===== src/rtl/arb_pkg.sv =====
// Shared types and sizes for the eight-way round-robin arbiter.
package arb_pkg;

    typedef enum logic {
        IDLE  = 1'b0,
        GRANT = 1'b1
    } arb_state_t;

    localparam int N_REQ = 8;
    localparam int ID_W  = 3;

endpackage


===== src/rtl/rr_pick8.sv =====
// Combinational round-robin pick: the first set req bit after 'last' (mod 8) wins.
module rr_pick8
    import arb_pkg::*;
(
    input  logic [N_REQ-1:0] req,
    input  logic [ID_W-1:0]  last,
    output logic [N_REQ-1:0] win_onehot,
    output logic [ID_W-1:0]  win_id,
    output logic             any
);

    logic [N_REQ-1:0] rot;
    logic [N_REQ-1:0] pick;
    logic             found;
    logic [ID_W-1:0]  idx;

    always_comb begin
        rot        = '0;
        pick       = '0;
        found      = 1'b0;
        idx        = '0;
        win_onehot = '0;
        win_id     = '0;

        // rot[0] is the requester right after the previous owner
        for (int i = 0; i < N_REQ; i++) begin
            idx    = ID_W'(i) + last + ID_W'(1);
            rot[i] = req[idx];
        end

        for (int i = 0; i < N_REQ; i++) begin
            if (rot[i] && !found) begin
                pick[i] = 1'b1;
                found   = 1'b1;
            end
        end

        for (int i = 0; i < N_REQ; i++) begin
            idx             = ID_W'(i) + last + ID_W'(1);
            win_onehot[idx] = pick[i];
        end

        for (int i = 0; i < N_REQ; i++) begin
            if (win_onehot[i]) begin
                win_id = win_id | ID_W'(i);
            end
        end

        any = |req;
    end

endmodule


===== src/rtl/rr_arbiter8.sv =====
// Eight-way round-robin arbiter with registered one-hot/encoded grant and an
// optional per-owner hold limit that revokes long-held grants.
module rr_arbiter8
    import arb_pkg::*;
#(
    parameter int MAX_HOLD = 16
) (
    input  logic             clk,
    input  logic             rst_n,
    input  logic [N_REQ-1:0] req,
    output logic [N_REQ-1:0] gnt,
    output logic [ID_W-1:0]  gnt_id,
    output logic             gnt_valid,
    output logic             revoked
);

    localparam int CW = (MAX_HOLD > 0) ? $clog2(MAX_HOLD + 1) : 1;
    localparam logic [CW-1:0] LIMIT = (MAX_HOLD > 0) ? CW'(MAX_HOLD - 1) : '0;

    arb_state_t       state, state_n;
    logic [ID_W-1:0]  last, last_n;
    logic [CW-1:0]    cnt, cnt_n;
    logic [N_REQ-1:0] gnt_n;
    logic [ID_W-1:0]  gnt_id_n;
    logic             gnt_valid_n;
    logic             revoked_n;

    logic [N_REQ-1:0] win_onehot;
    logic [ID_W-1:0]  win_id;
    logic             any;

    rr_pick8 u_pick (
        .req        (req),
        .last       (last),
        .win_onehot (win_onehot),
        .win_id     (win_id),
        .any        (any)
    );

    always_ff @(posedge clk or negedge rst_n) begin
        if (!rst_n) begin
            state     <= IDLE;
            last      <= ID_W'(N_REQ - 1);
            cnt       <= '0;
            gnt       <= '0;
            gnt_id    <= '0;
            gnt_valid <= 1'b0;
            revoked   <= 1'b0;
        end else begin
            state     <= state_n;
            last      <= last_n;
            cnt       <= cnt_n;
            gnt       <= gnt_n;
            gnt_id    <= gnt_id_n;
            gnt_valid <= gnt_valid_n;
            revoked   <= revoked_n;
        end
    end

    always_comb begin
        state_n     = state;
        last_n      = last;
        cnt_n       = cnt;
        gnt_n       = gnt;
        gnt_id_n    = gnt_id;
        gnt_valid_n = gnt_valid;
        revoked_n   = 1'b0;

        case (state)
            IDLE: begin
                if (any) begin
                    state_n     = GRANT;
                    gnt_n       = win_onehot;
                    gnt_id_n    = win_id;
                    gnt_valid_n = 1'b1;
                    last_n      = win_id;
                    cnt_n       = '0;
                end else begin
                    gnt_n       = '0;
                    gnt_id_n    = '0;
                    gnt_valid_n = 1'b0;
                end
            end
            GRANT: begin
                // Release is checked first so it masks a coincident timeout
                if (!req[gnt_id]) begin
                    state_n     = IDLE;
                    gnt_n       = '0;
                    gnt_id_n    = '0;
                    gnt_valid_n = 1'b0;
                end else if ((MAX_HOLD != 0) && (cnt == LIMIT)) begin
                    state_n     = IDLE;
                    gnt_n       = '0;
                    gnt_id_n    = '0;
                    gnt_valid_n = 1'b0;
                    revoked_n   = 1'b1;
                end else if (cnt != '1) begin
                    cnt_n = cnt + CW'(1);
                end
            end
            default: begin
                state_n     = IDLE;
                gnt_n       = '0;
                gnt_id_n    = '0;
                gnt_valid_n = 1'b0;
            end
        endcase
    end

endmodule


===== config.mk =====
export PLATFORM = sky130hd
export DESIGN_NAME = rr_arbiter8
export DESIGN_NICKNAME = d
export VERILOG_FILES = /design/src/rtl/arb_pkg.sv /design/src/rtl/rr_pick8.sv /design/src/rtl/rr_arbiter8.sv
export SDC_FILE = /design/constraint.sdc
export NUM_CORES = 1
export LEC_CHECK = 0
export ABC_AREA = 1
export BUFFER_PORTS_ARGS = -buffer_cell sky130_fd_sc_hd__buf_2
export CAP_MARGIN = 20
export CORE_MARGIN = 1.5
export CORE_UTILIZATION = 40
export DETAILED_ROUTE_END_ITERATION = 12
export PLACE_DENSITY = 0.59
export SYNTH_ARGS = -nofsm -noshare
export SYNTH_HDL_FRONTEND = slang
export SYNTH_SLANG_ARGS = --single-unit

===== constraint.sdc =====
create_clock -name clk -period 6.5 [get_ports clk]
set_clock_uncertainty 0.05 [all_clocks]
set_input_delay 1.625 -clock clk [delete_from_list [all_inputs] [get_ports clk]]
set_output_delay 1.625 -clock clk [all_outputs]
set_load 0.02 [all_outputs]

[Word-level counts from Yosys, hierarchy flattened]
Cells that the tools add are included.
Cells by class
  add/subtract/negate cells: 15
  bitwise operators: 2
  reductions and logical operators: 25
  eq/ne operators: 7
  muxes and demuxes: 85
  magnitude comparators: 17
Operators by type and width (count)
  $bwmux 8: 7
  $mux 1: 40
  $lt 3x4->1 const B: 9
  $bmux 1 s3: 9
  $demux 1 s3: 8
  $ge 3x1->1 const B: 8
  $mux 8: 3
  $add 3x1->3 const B: 7
  $mux 3: 7
  $mux 5: 4
  $pmux 8 s2: 1
  $logic_and 1x1->1: 15
  $add 3x3->3 const A: 4
  $pmux 5 s2: 1
  $and 8x8->8: 1
  $reduce_or 8->1: 1
  $logic_not 1->1: 7
  $add 2x3->3 const A: 2
  $pmux 3 s2: 1
  $add 5x1->5 const B: 1
  $eq 5x4->1 const B: 1
  $ne 5x5->1 const B: 1
  $mux 2: 2
  $ne 2x1->1 const B: 2
  7 further kinds: 9
Word-level totals
  output and inout bits: 13
  flip-flop bits (word level): 22
  word-level logic and storage cells: 158
  input port bits: 10

[Longest topological paths before layout]
Gate-level depths: netlist of run 1.
  word-level depth: 35
  mapped depth: 25
  mapped depth without buffers: 23

[Hierarchy]
From an unflattened synthesis of run 1, not the netlist that was laid out.
Unflattened totals
  cells, all modules: 470
  area total of the unflattened synthesis: 2782.7 um^2
Modules (own cells, without submodules)
  rr_pick8: cells each 333, sequential area each 0.0 um^2, area an instance 1707.9 um^2, instances 1
  rr_arbiter8: cells each 137, sequential area each 554.3 um^2, area an instance 1074.8 um^2, instances 1

[Least setup slack after synthesis of run 1]
No wires, ideal clock.
  path kind: input -> register
  from: input req[6]
  to: register gnt_id[2]
  buffers on the path: 0
  required time: 6.381 ns
  library setup time: 0.069 ns
  slack: 3.358 ns
  arrival time: 3.023 ns
  stages: 19
  cells stage by stage: inv_1 nand2_2 nand2_1 nand2_1 nand2_1 nand2_1 nand2_2 nand3_4 nor2_8 nand2_4 nor2_4 nand3_4 clkinv_1 nand2_1 nand2_1 nand2_1 nand2_1 inv_1 nand3_1
Between the ends
  cells in the longest elaborated chain, start to end: 31
  elaborated cells on any way between the ends: 63
  classes of those cells: eq/ne: 1; mux: 46; bitwise: 1; reduce/logical: 15
RTL lines
  start, declared: RTL line rr_arbiter8.sv:10  | input logic [N_REQ-1:0] req,
  $bmux 1 s3: RTL line rr_pick8.sv:28  | rot[i] = req[idx];
  $mux 1 (implied by the code): RTL line rr_pick8.sv:28
  $mux 1: RTL line rr_pick8.sv:32  | if (rot[i] && !found) begin
  $logic_not 1->1: RTL line rr_pick8.sv:32
  $logic_and 1x1->1: RTL line rr_pick8.sv:32
  $mux 1: RTL line rr_pick8.sv:32
  $logic_not 1->1: RTL line rr_pick8.sv:32
  $logic_and 1x1->1: RTL line rr_pick8.sv:32
  [... 12 more ...]
  $mux 1: RTL line rr_pick8.sv:32
  $logic_not 1->1: RTL line rr_pick8.sv:32
  $logic_and 1x1->1: RTL line rr_pick8.sv:32
  $mux 1: RTL line rr_pick8.sv:32
  $bwmux 8: RTL line rr_pick8.sv:40  | win_onehot[idx] = pick[i];
  $mux 3 (4 in series): RTL line rr_pick8.sv:44  | if (win_onehot[i]) begin
  $mux 3: RTL line rr_arbiter8.sv:71  | if (any) begin
  $pmux 3 s2: RTL line rr_arbiter8.sv:69  | case (state)
  end signal, assigned: RTL line rr_arbiter8.sv:54  | gnt_id <= gnt_id_n;
  end, declared: RTL line rr_arbiter8.sv:12  | output logic [ID_W-1:0] gnt_id,
Parallel ways exist; a longest one is shown, timed or not. The select of a mux whose other input is x is not followed.
A chain may end at the register's enable or synchronous reset.

[Final worst setup path of run 1]
  from: register last[0]
  to: register gnt_id[1]
Between the ends
  cells in the longest elaborated chain, start to end: 34
  elaborated cells on any way between the ends: 114
  classes of those cells: add/sub: 14; order compare: 16; mux: 61; bitwise: 1; reduce/logical: 22
RTL lines
  start, declared: RTL line rr_arbiter8.sv:21  | logic [ID_W-1:0] last, last_n;
  start signal, assigned: RTL line rr_arbiter8.sv:43  | last <= ID_W'(N_REQ - 1);
  start signal, assigned: RTL line rr_arbiter8.sv:51  | last <= last_n;
  parallel branches: the longest is 25 deep, another holds $add 1x3->3
  $bwmux 8 *: RTL line rr_pick8.sv:40
  $mux 2 (2 in series): RTL line rr_pick8.sv:44
  $mux 3 (3 in series): RTL line rr_pick8.sv:44
  $mux 3 *: RTL line rr_pick8.sv:44
  $mux 3 *: RTL line rr_arbiter8.sv:71
  $pmux 3 s2 *: RTL line rr_arbiter8.sv:69
Every way passes the cells marked *. The select of a mux whose other input is x is not followed.

==> flow_metrics.env, run 1 <==
export IMPL_status="finished, final reports clean"
export IMPL_routabilityCongestion=0.970
export IMPL_synthCells=421
export IMPL_setup_violations_final=0
export IMPL_antenna_cells=0
export IMPL_drt_iter0_drc=280
export IMPL_start_util_pct=42.0
export IMPL_rsz0062_at_grt="no"
export IMPL_synth_distinct_cells=41
export IMPL_syn_area_um2=2510
export IMPL_cp_top_family="simple AND/OR/NAND/NOR gates"
export IMPL_place_inst=514
export IMPL_fmax_mhz=285
export IMPL_worstSetupPathType="register to register"
export IMPL_grt_pass1_vias=2398
export IMPL_yosysSeqAreaShare_pct=22.0
export IMPL_final_hold_viol_count=0
export IMPL_post_cts_buffers=0
export IMPL_period_share_pct=53.9
export IMPL_viasPerCell=5.31
export IMPL_dieArea_um2=6770
export IMPL_drc=0
export IMPL_grt_pass1_wl_mm=11.5
export IMPL_row_count=28
export IMPL_clk_pin_slew_ps=80
export IMPL_ys_async_sr_fraction_pct=100
export IMPL_cp_end_kind="register"
export IMPL_relSlewSlack_pct=44.9
export IMPL_required_ps=6590
export IMPL_clk_latency_ps=260
export IMPL_start_kind="register"
export IMPL_synth_ff_type="dfrtp_1"
export IMPL_core_um2=5990
export IMPL_cts_resized=0
export IMPL_clk_root_buffer_cell="clkbuf_8"
export IMPL_max_stage_delay_ps=770
export IMPL_yosysWarnings=0
export IMPL_hold_class="register to register"
export IMPL_num_io_pins=23
export IMPL_grt_max_degree=23
export IMPL_avgSynthCellArea_um2=5.97
export IMPL_firstDrtPassIters=5
export IMPL_clock_sinks=22
export IMPL_hpwlAfterDp_mm=5.74
export IMPL_clk_path_buf_depth=2
export IMPL_worst_path_buf_inv=2
export IMPL_drt_wl_total_mm=7.12
export IMPL_critPathMaxFanout=17
export IMPL_area_growth_pct=8.11
export IMPL_dieHeight_um=82.3
export IMPL_die_w_um=82.3
export IMPL_tns_ps=0
export IMPL_gr_usage_all_layers_pct=22.0
export IMPL_ys_ff_latch=22
export IMPL_overflow=0
export IMPL_drtAntennaViolNets=0
export IMPL_cp_common_cell="nand2_1"
export IMPL_cp_cell_sequence="inv_6, ha_1, inv_2, nand2_1, nand2_1, nand2_1, nand2_1, nand2_1, nand2_2, nand3_1, nand2_1, nand3_1, nand3_1, nand2_1, nand2_1, a21oi_1, nand3_1, nand2_1, nand3_1"
export IMPL_syn_nets=441
export IMPL_io_buffers=22
export IMPL_htree_levels=1
export IMPL_cts_tree="done"
export IMPL_synth_edff_count=0
export IMPL_cts_buffers=3
export IMPL_timing_final_crit_period_ps=3500
export IMPL_cts_hold_buf=0
export IMPL_wire_per_inst_um=13.7
export IMPL_antenna_found_initial=0
export IMPL_drive_gt1_share_pct=14.4
export IMPL_slew_viol_final=0
export IMPL_worst_pin_slew_ps=824
export IMPL_final_nets=464
export IMPL_vias=2750
export IMPL_slowest_stage="dfstp_2"
export IMPL_max_cap_violations=0
export IMPL_arrival_ps=3600
export IMPL_layout_cells_non_filler=518
==> area by class of cell <==
| class | count | area [µm²] |
|---|---|---|
| repair buffers | 23 | 118 |
| well taps | 75 | 93.8 |
| multi-input cells | 333 | 1670 |
| inverters | 61 | 236 |
| flip-flops and latches | 22 | 554 |
| clock buffers | 4 | 45.0 |
| fillers | 659 | 3270 |
==> worst min-delay path, delay by kind of cell (launching register included) <==
kind             cells  cell delay, ps
flip-flops           1             350
AND/OR/NAND/NOR      2             100
==> state kept, by name (all words and copies together) (netlist names) <==
signal	flops
state	1
revoked	1
cnt	5
gnt_id	3
gnt	8
last	3
gnt_valid	1
==> metal layers <==
layer	GRT usage [%]	part of all wire (%)
met1	31.5	48
met3	3.96	6.3
met5	0	0
met4	1.53	0.73
met2	36.0	45
==> synth_stat cells (all sizes together), types with 2 or more instances <==
cell type  instances  share of area (%)
nor3               2               0.85
a31oi              2               0.50
nand4              7                1.7
nor2              29                5.5
dfrtp             19                 19
inv               59                9.1
nand3             41                9.6
nand2            179                 29
o21bai             3               0.90
o31ai              2               0.80
a21oi             25                5.3
clkinv             2               0.30
buf                4                1.9
ha                10                5.0
dfstp              3                3.1
o21ai             25                5.1
==> logic make-up after synthesis <==
kind of cell	after synthesis	synth area share (%)
and+or+nand+nor	261	47.3
buffers and inverters	66	11.5
AOI/OAI and AO/OA	62	14.2
DFF	22	22.0
adders and majority gates	10	4.98
==> path summary, 6_finish.rpt <==
kind	startpoint	endpoint	slack [ps]	cells past startpoint
max in group asynchronous	rst_n	last[1]	4780	1
min reg2reg	gnt_valid	gnt_valid	420	2
min	gnt_valid	gnt_valid	420	2
max reg2reg	last[0]	gnt_id[1]	3000	19
max	last[0]	gnt_id[1]	3000	19
min in group asynchronous	rst_n	gnt[5]	1260	1
==> through the flow <==
step | instance area [µm²] | utilization (%) | setup slack (ps) | hold slack, ps
after global placement | 2670 | 44.6 | 2820 | 404
final | 2720 | 45.4 | 3000 | 425
after global routing | 2720 | 45.4 | 2730 | 442
after CTS | 2720 | 45.4 | 3050 | 428
after detailed placement | 2670 | 44.6 | 2870 | 409
after floorplan | 2510 | - | 3360 | 422
==> cells in the final DEF, fill, tap and decap left out, types with 2 or more instances in the layout <==
cell      Yosys  layout
nor2_1       25      25
a31oi_1       2       2
nand2_2      12      12
inv_1        52      52
a21oi_2       2       2
inv_2         5       5
o21ai_1       2       2
nand3_4       2       2
nand4_1       7       7
nand2_1     164     164
nand2_4       3       3
nor2_2        2       2
dfstp_2       3       3
o21bai_1      3       3
clkbuf_8      0       3
nand3_2       2       2
o21ai_0      22      22
nand3_1      37      37
clkinv_1      2       2
buf_2         0      22
ha_1         10      10
dfrtp_1      19      19
a21oi_1      23      23
Power of run 1 is left out: the tool's default activity adds up to more than one toggle a clock period on the data nets, which glitch-free logic cannot reach.
==> run 2: changes to the inputs <==
--- a/config.mk
+++ b/config.mk
@@ -5,7 +5,7 @@
 export SDC_FILE = /design/constraint.sdc
 export NUM_CORES = 1
 export LEC_CHECK = 0
-export ABC_AREA = 1
+export ABC_AREA = 0
 export BUFFER_PORTS_ARGS = -buffer_cell sky130_fd_sc_hd__buf_2
 export CAP_MARGIN = 20
 export CORE_MARGIN = 1.5
==> constraint.sdc (replaced) <==
create_clock -name clk -period 3.4 [get_ports clk]
set_clock_uncertainty 0.05 [all_clocks]
set_input_delay 0.85 -clock clk [delete_from_list [all_inputs] [get_ports clk]]
set_output_delay 0.85 -clock clk [all_outputs]
set_load 0.02 [all_outputs]
==> flow_metrics.env, run 2 <==
export IMPL_synth_ff_type="dfrtp_1"
export IMPL_largest_reg_flops=8
export IMPL_yosysWarnings=0
export IMPL_relSlewSlack_pct=43.8
export IMPL_netlist_top_cells_count="49 x nand2_1, 24 x nor2_1, 19 x dfrtp_1"
export IMPL_cts_buffers=3
export IMPL_drtAntennaViolNets=0
export IMPL_place_ws_ps=-84.0
export IMPL_critPathMaxFanout=16
export IMPL_dpl_instance_area_um2=3410
export IMPL_regMostFlops="gnt"
export IMPL_arrival_ps=3370
export IMPL_hold_class="register to register"
export IMPL_start_kind="register"
export IMPL_layout_cells_non_filler=493
export IMPL_dieHeight_um=89.0
export IMPL_ys_async_sr_fraction_pct=100
export IMPL_final_common_cell="buf_4"
export IMPL_worstSetupPathType="register to register"
export IMPL_period_share_pct=96.2
export IMPL_grt_pass1_vias=2911
export IMPL_die_w_um=89.0
export IMPL_synth_distinct_cells=76
export IMPL_setup_violations_final=0
export IMPL_antenna_cells=0
export IMPL_fmax_mhz=306
export IMPL_firstDrtPassIters=5
export IMPL_status="finished, final reports clean"
export IMPL_synth_edff_count=0
export IMPL_vias=3175
export IMPL_core_um2=7210
export IMPL_avgSynthCellArea_um2=8.65
export IMPL_slew_viol_final=0
export IMPL_cp_cell_sequence="buf_12, ha_1, buf_4, xnor2_4, buf_4, mux2i_2, o221ai_2, o211ai_4, buf_6, nor2_2, o221ai_1, nand2_1, buf_4, a22o_1"
export IMPL_clock_sinks=22
export IMPL_syn_area_um2=2960
export IMPL_htree_levels=1
export IMPL_reg_top3="gnt: 8 flops, cnt: 5 flops"
export IMPL_overflow=0
export IMPL_max_cap_violations=0
export IMPL_gr_usage_all_layers_pct=25.5
export IMPL_synthCells=342
export IMPL_cp_common_cell="buf_4"
export IMPL_row_count=31
export IMPL_final_cell_mix="50 x buf_4, 49 x nand2_1, 23 x nor2_1"
export IMPL_io_buffers=22
export IMPL_slowest_stage="dfstp_2"
export IMPL_cp_end_kind="register"
export IMPL_dieArea_um2=7920
export IMPL_grt_pass1_wl_mm=15.4
export IMPL_synth_top_area_share_pct=16.1
export IMPL_final_hold_viol_count=0
export IMPL_clk_latency_ps=260
export IMPL_drive_gt1_share_pct=36.8
export IMPL_cts_hold_buf=0
export IMPL_clk_pin_slew_ps=80
export IMPL_routabilityCongestion=0.988
export IMPL_synth_area_leaders="dfrtp_1 16%, mux4_2 11%, nand2_1 6.2%, mux2i_1 4.7%, ha_1 4.2%"
export IMPL_viasPerCell=6.44
export IMPL_setup_slack_ps=129
export IMPL_grt_max_degree=28
export IMPL_finish_instance_area_um2=3700
export IMPL_wire_per_inst_um=20.1
export IMPL_start_util_pct=41.0
export IMPL_clk_root_buffer_cell="clkbuf_8"
export IMPL_drt_wl_total_mm=9.91
export IMPL_drt_iter0_drc=430
export IMPL_max_stage_delay_ps=580
export IMPL_yosysMostFrequentCell="nand2_1"
export IMPL_area_growth_pct=25.0
export IMPL_hpwlAfterDp_mm=7.43
export IMPL_clk_path_buf_depth=2
export IMPL_syn_nets=362
export IMPL_ys_ff_latch=22
export IMPL_num_io_pins=23
export IMPL_timing_final_crit_period_ps=3270
export IMPL_yosysTopAreaCell="dfrtp_1"
export IMPL_antenna_found_initial=0
export IMPL_drc=0
export IMPL_final_nets=415
export IMPL_required_ps=3500
export IMPL_place_inst=482
export IMPL_yosysSeqAreaShare_pct=18.7
export IMPL_worst_pin_slew_ps=839
export IMPL_cts_tree="done"
## run 2: timing repair
| item | in CTS | in global routing |
|---|---|---|
| setup buffers | 1 | 6 |
| pin swaps | 1 | 9 |
| cloned | 0 | 0 |
| gates resized for setup | 2 | 28 |
| endpoints found under the setup margin | 6 | 11 |
| hold endpoints to repair | 0 | 0 |
## run 2: path summary, 6_finish.rpt
kind                       startpoint   endpoint  slack [ps]  depth (start not counted)
min                         gnt_valid  gnt_valid         430                          2
min in group asynchronous       rst_n     cnt[1]         490                          1
min reg2reg                 gnt_valid  gnt_valid         430                          2
max in group asynchronous       rst_n    last[1]        2450                          1
max                           last[0]     gnt[6]         130                         14
max reg2reg                   last[0]     gnt[6]         130                         14
## run 2: routing by layer
| metal | up-vias | wire (µm) | GRT usage [%] |
|---|---|---|---|
| met5 | - | 0 | 0 |
| met4 | 0 | 437 | 9.93 |
| met3 | 43 | 839 | 2.86 |
| met2 | 224 | 4650 | 41.9 |
| met1 | 1493 | 3980 | 34.6 |
| li1 | 1415 | - | - |
## run 2: kinds of logic after synthesis
kind of cell	count (synthesis)	share of synthesized area (%)
and+or+nand+nor	134	23.6
AOI/OAI and AO/OA	97	25.4
buffers and inverters	38	6.26
muxes	34	18.5
DFF	22	18.7
adders and majority gates	10	4.23
xor gates and xnor gates	7	3.21
## run 2: layout make-up
type	count	area, µm²
repair buffers	76	548
multi-input cells	282	2360
well taps	99	124
clock buffers	3	41.3
flip-flops and latches	22	554
fillers	690	3520
inverters	10	37.5
clock inverters	1	30.0
## run 2: critical path: cells and delay by family (launching register included)
kind | cells | cell delay (ps)
AO/OA/AOI/OAI | 4 | 940
XOR/XNOR | 1 | 160
adder cells (fa/ha/maj) | 1 | 150
buffers and inverters | 5 | 830
flip-flops | 1 | 580
multiplexers | 1 | 230
AND/OR/NAND/NOR | 2 | 200
## run 2: through the flow
| step | hold WS, ps | TNS, ps | utilization [%] |
|---|---|---|---|
| 2_1_floorplan | 425 | 0 | - |
| 6_report | 431 | 0 | 51.2 |
| 4_1_cts | 436 | -8.28 | 48.6 |
| 5_1_grt | 463 | -5.69 | 51.2 |
| 3_3_place_gp | 407 | -547 | 47.3 |
| 3_5_place_dp | 409 | -281 | 47.3 |
Power of run 2 is left out for the same reason.
==> run 3: changes to the inputs <==
--- a/config.mk
+++ b/config.mk
@@ -14,4 +14,5 @@
 export PLACE_DENSITY = 0.59
 export SYNTH_ARGS = -nofsm -noshare
 export SYNTH_HDL_FRONTEND = slang
+export SYNTH_HIERARCHICAL = 1
 export SYNTH_SLANG_ARGS = --single-unit
==> flow_metrics.env, run 3 <==
export IMPL_drc=0
export IMPL_yosysWarnings=6
export IMPL_setup_slack_ps=-39.5
export IMPL_rsz0062_at_grt="yes"
export IMPL_period_share_pct=101
export IMPL_finish_instance_area_um2=4190
export IMPL_row_count=31
export IMPL_cts_tree="done"
export IMPL_reg2regPathDepth=13
export IMPL_required_ps=3570
export IMPL_vias=3288
export IMPL_final_nets=476
export IMPL_hpwlAfterDp_mm=7.50
export IMPL_min_path_cells=1
export IMPL_overflow=0
export IMPL_min_to="gnt_valid"
export IMPL_grt_pass1_vias=3131
export IMPL_num_io_pins=23
export IMPL_worst_r2r_setup_slack_ps=-40
export IMPL_setup_violations_final=4
export IMPL_fmax_mhz=291
export IMPL_netlist_top_cells_count="41 x nand2_1, 37 x nor2_1, 21 x clkbuf_1"
export IMPL_wire_per_inst_um=18.3
export IMPL_worstSetupPathType="register to register"
export IMPL_slew_viol_final=0
export IMPL_violations="negative setup slack"
export IMPL_cp_common_cell="buf_6"
export IMPL_core_um2=7250
export IMPL_max_cap_violations=0
export IMPL_htree_levels=1
export IMPL_status="finished, violations left"
export IMPL_critPathMaxFanout=8
export IMPL_grt_pass1_wl_mm=16.1
export IMPL_slowest_stage="dfstp_2"
export IMPL_cts_hold_buf=0
export IMPL_dieArea_um2=7990
export IMPL_yosysMostFrequentCell="nand2_1"
export IMPL_syn_area_um2=2990
export IMPL_drtAntennaViolNets=0
export IMPL_timing_final_crit_period_ps=3440
export IMPL_antenna_cells=0
export IMPL_synth_area_leaders="dfrtp_1 16%, mux4_2 9.1%, nand2_1 5.2%, nor2_1 4.7%, ha_1 4.2%"
export IMPL_clk_pin_slew_ps=90
export IMPL_synth_top_area_share_pct=15.9
export IMPL_largest_reg_flops=8
export IMPL_gr_usage_all_layers_pct=26.2
export IMPL_synth_edff_count=0
export IMPL_final_cell_mix="92 x buf_4, 40 x nand2_1, 36 x nor2_1"
export IMPL_cp_end_kind="register"
export IMPL_cp_cell_sequence="inv_2, ha_4, buf_6, mux4_2, mux2i_2, nand2b_1, or4_4, buf_6, o221ai_2, o2111a_2, a211oi_2, o211ai_1, mux2_4"
export IMPL_dpl_instance_area_um2=3800
export IMPL_avgSynthCellArea_um2=8.20
export IMPL_reg_top3="gnt: 8 flops, cnt: 5 flops"
export IMPL_relSlewSlack_pct=67.2
export IMPL_reg2reg_from="last[1]"
export IMPL_grt_max_degree=33
export IMPL_viasPerCell=5.94
export IMPL_yosysSeqAreaShare_pct=18.6
export IMPL_max_stage_delay_ps=590
export IMPL_start_util_pct=41.2
export IMPL_final_hold_viol_count=0
export IMPL_area_growth_pct=40.4
export IMPL_routabilityCongestion=1.03
export IMPL_ys_ff_latch=22
export IMPL_r2r_end="last[1]"
export IMPL_antenna_found_initial=0
export IMPL_clk_root_buffer_cell="clkbuf_8"
export IMPL_yosysTopAreaCell="dfrtp_1"
export IMPL_clock_sinks=22
export IMPL_clk_latency_ps=270
export IMPL_worst_pin_slew_ps=489
export IMPL_final_common_cell="buf_4"
export IMPL_firstDrtPassIters=4
export IMPL_synth_ff_type="dfrtp_1"
export IMPL_hold_start="gnt_valid"
export IMPL_drt_iter0_drc=223
export IMPL_drive_gt1_share_pct=44.6
export IMPL_die_w_um=89.4
export IMPL_cp_top_family="multiplexers"
export IMPL_arrival_ps=3610
export IMPL_regMostFlops="gnt"
export IMPL_worst_path_buf_inv=3
export IMPL_synth_distinct_cells=80
export IMPL_syn_nets=384
export IMPL_ys_async_sr_fraction_pct=100
export IMPL_dieHeight_um=89.4
export IMPL_clk_path_buf_depth=2
export IMPL_synthCells=364
export IMPL_io_buffers=22
export IMPL_cts_buffers=3
export IMPL_start_kind="register"
export IMPL_drt_wl_total_mm=10.2
export IMPL_hold_class="register to register"
-- run 3: metal layers --
layer	global-route usage [%]	wire (µm)
met3	3.97	632
met2	39.8	4640
met1	37.9	4660
met4	8.81	226
met5	0	0
-- run 3: area by class of cell --
class | instances | area, µm²
clock inverters | 1 | 30.0
clock buffers | 3 | 41.3
repair buffers | 120 | 881
inverters | 12 | 47.5
multi-input cells | 297 | 2510
fillers | 684 | 3060
flip-flops and latches | 22 | 554
well taps | 99 | 124
-- run 3: cell families (layout without fill, tap and decap cells) --
group | Yosys count | after routing | synth area share [%]
flip-flops | 22 | 22 | 18.6
adder cells (fa/ha/maj) | 10 | 10 | 4.19
buffers and inverters | 45 | 136 | 7.04
multiplexers | 25 | 25 | 14.0
AO/OA/AOI/OAI | 106 | 106 | 28.0
AND/OR/NAND/NOR | 152 | 152 | 26.5
XOR/XNOR | 4 | 4 | 1.68
-- run 3: timing repair --
item | CTS | global route
setup buffers | 6 | 7
setup endpoints to repair | 12 | 13
pin swaps | 10 | 21
endpoints found under the hold margin | 0 | 0
resized for setup | 26 | 30
cloned | 0 | 0
-- run 3: worst max-delay path by stage --
stage             from   endpoint  slack (ps)  cells past startpoint
6_report       last[1]    last[1]         -40                     13
5_1_grt        last[1]    last[2]        -150                     12
4_1_cts        last[1]  gnt_id[1]         -10                     13
3_5_place_dp    req[5]  gnt_id[1]        -260                     11
3_3_place_gp    req[7]    last[0]        -230                     11
2_1_floorplan  last[0]  gnt_id[1]         -80                     15
-- run 3: worst register-to-register path, stage by stage (launching register included) --
cell      delay, ps
dfstp_2         590
inv_2            70
ha_4            330
buf_6           140
mux4_2          340
mux2i_2         210
nand2b_1         80
or4_4           560
buf_6           150
o221ai_2        180
o2111a_2        280
a211oi_2         60
o211ai_1        160
mux2_4          200
-- run 3: metrics by stage --
step / util (%) / cells / setup slack (ps) / hold slack, ps / setup TNS, ps
6_report: 57.8 / 554 / -39.5 / 442 / -136
5_1_grt: 57.8 / 554 / -150 / 462 / -1040
4_1_cts: 54.9 / 548 / -13.7 / 441 / -27.9
3_5_place_dp: 52.4 / 539 / -259 / 419 / -2010
3_3_place_gp: 52.4 / 539 / -232 / 411 / -1590
2_1_floorplan: - / 364 / -78.3 / 437 / -319
Power of run 3 is left out for the same reason.
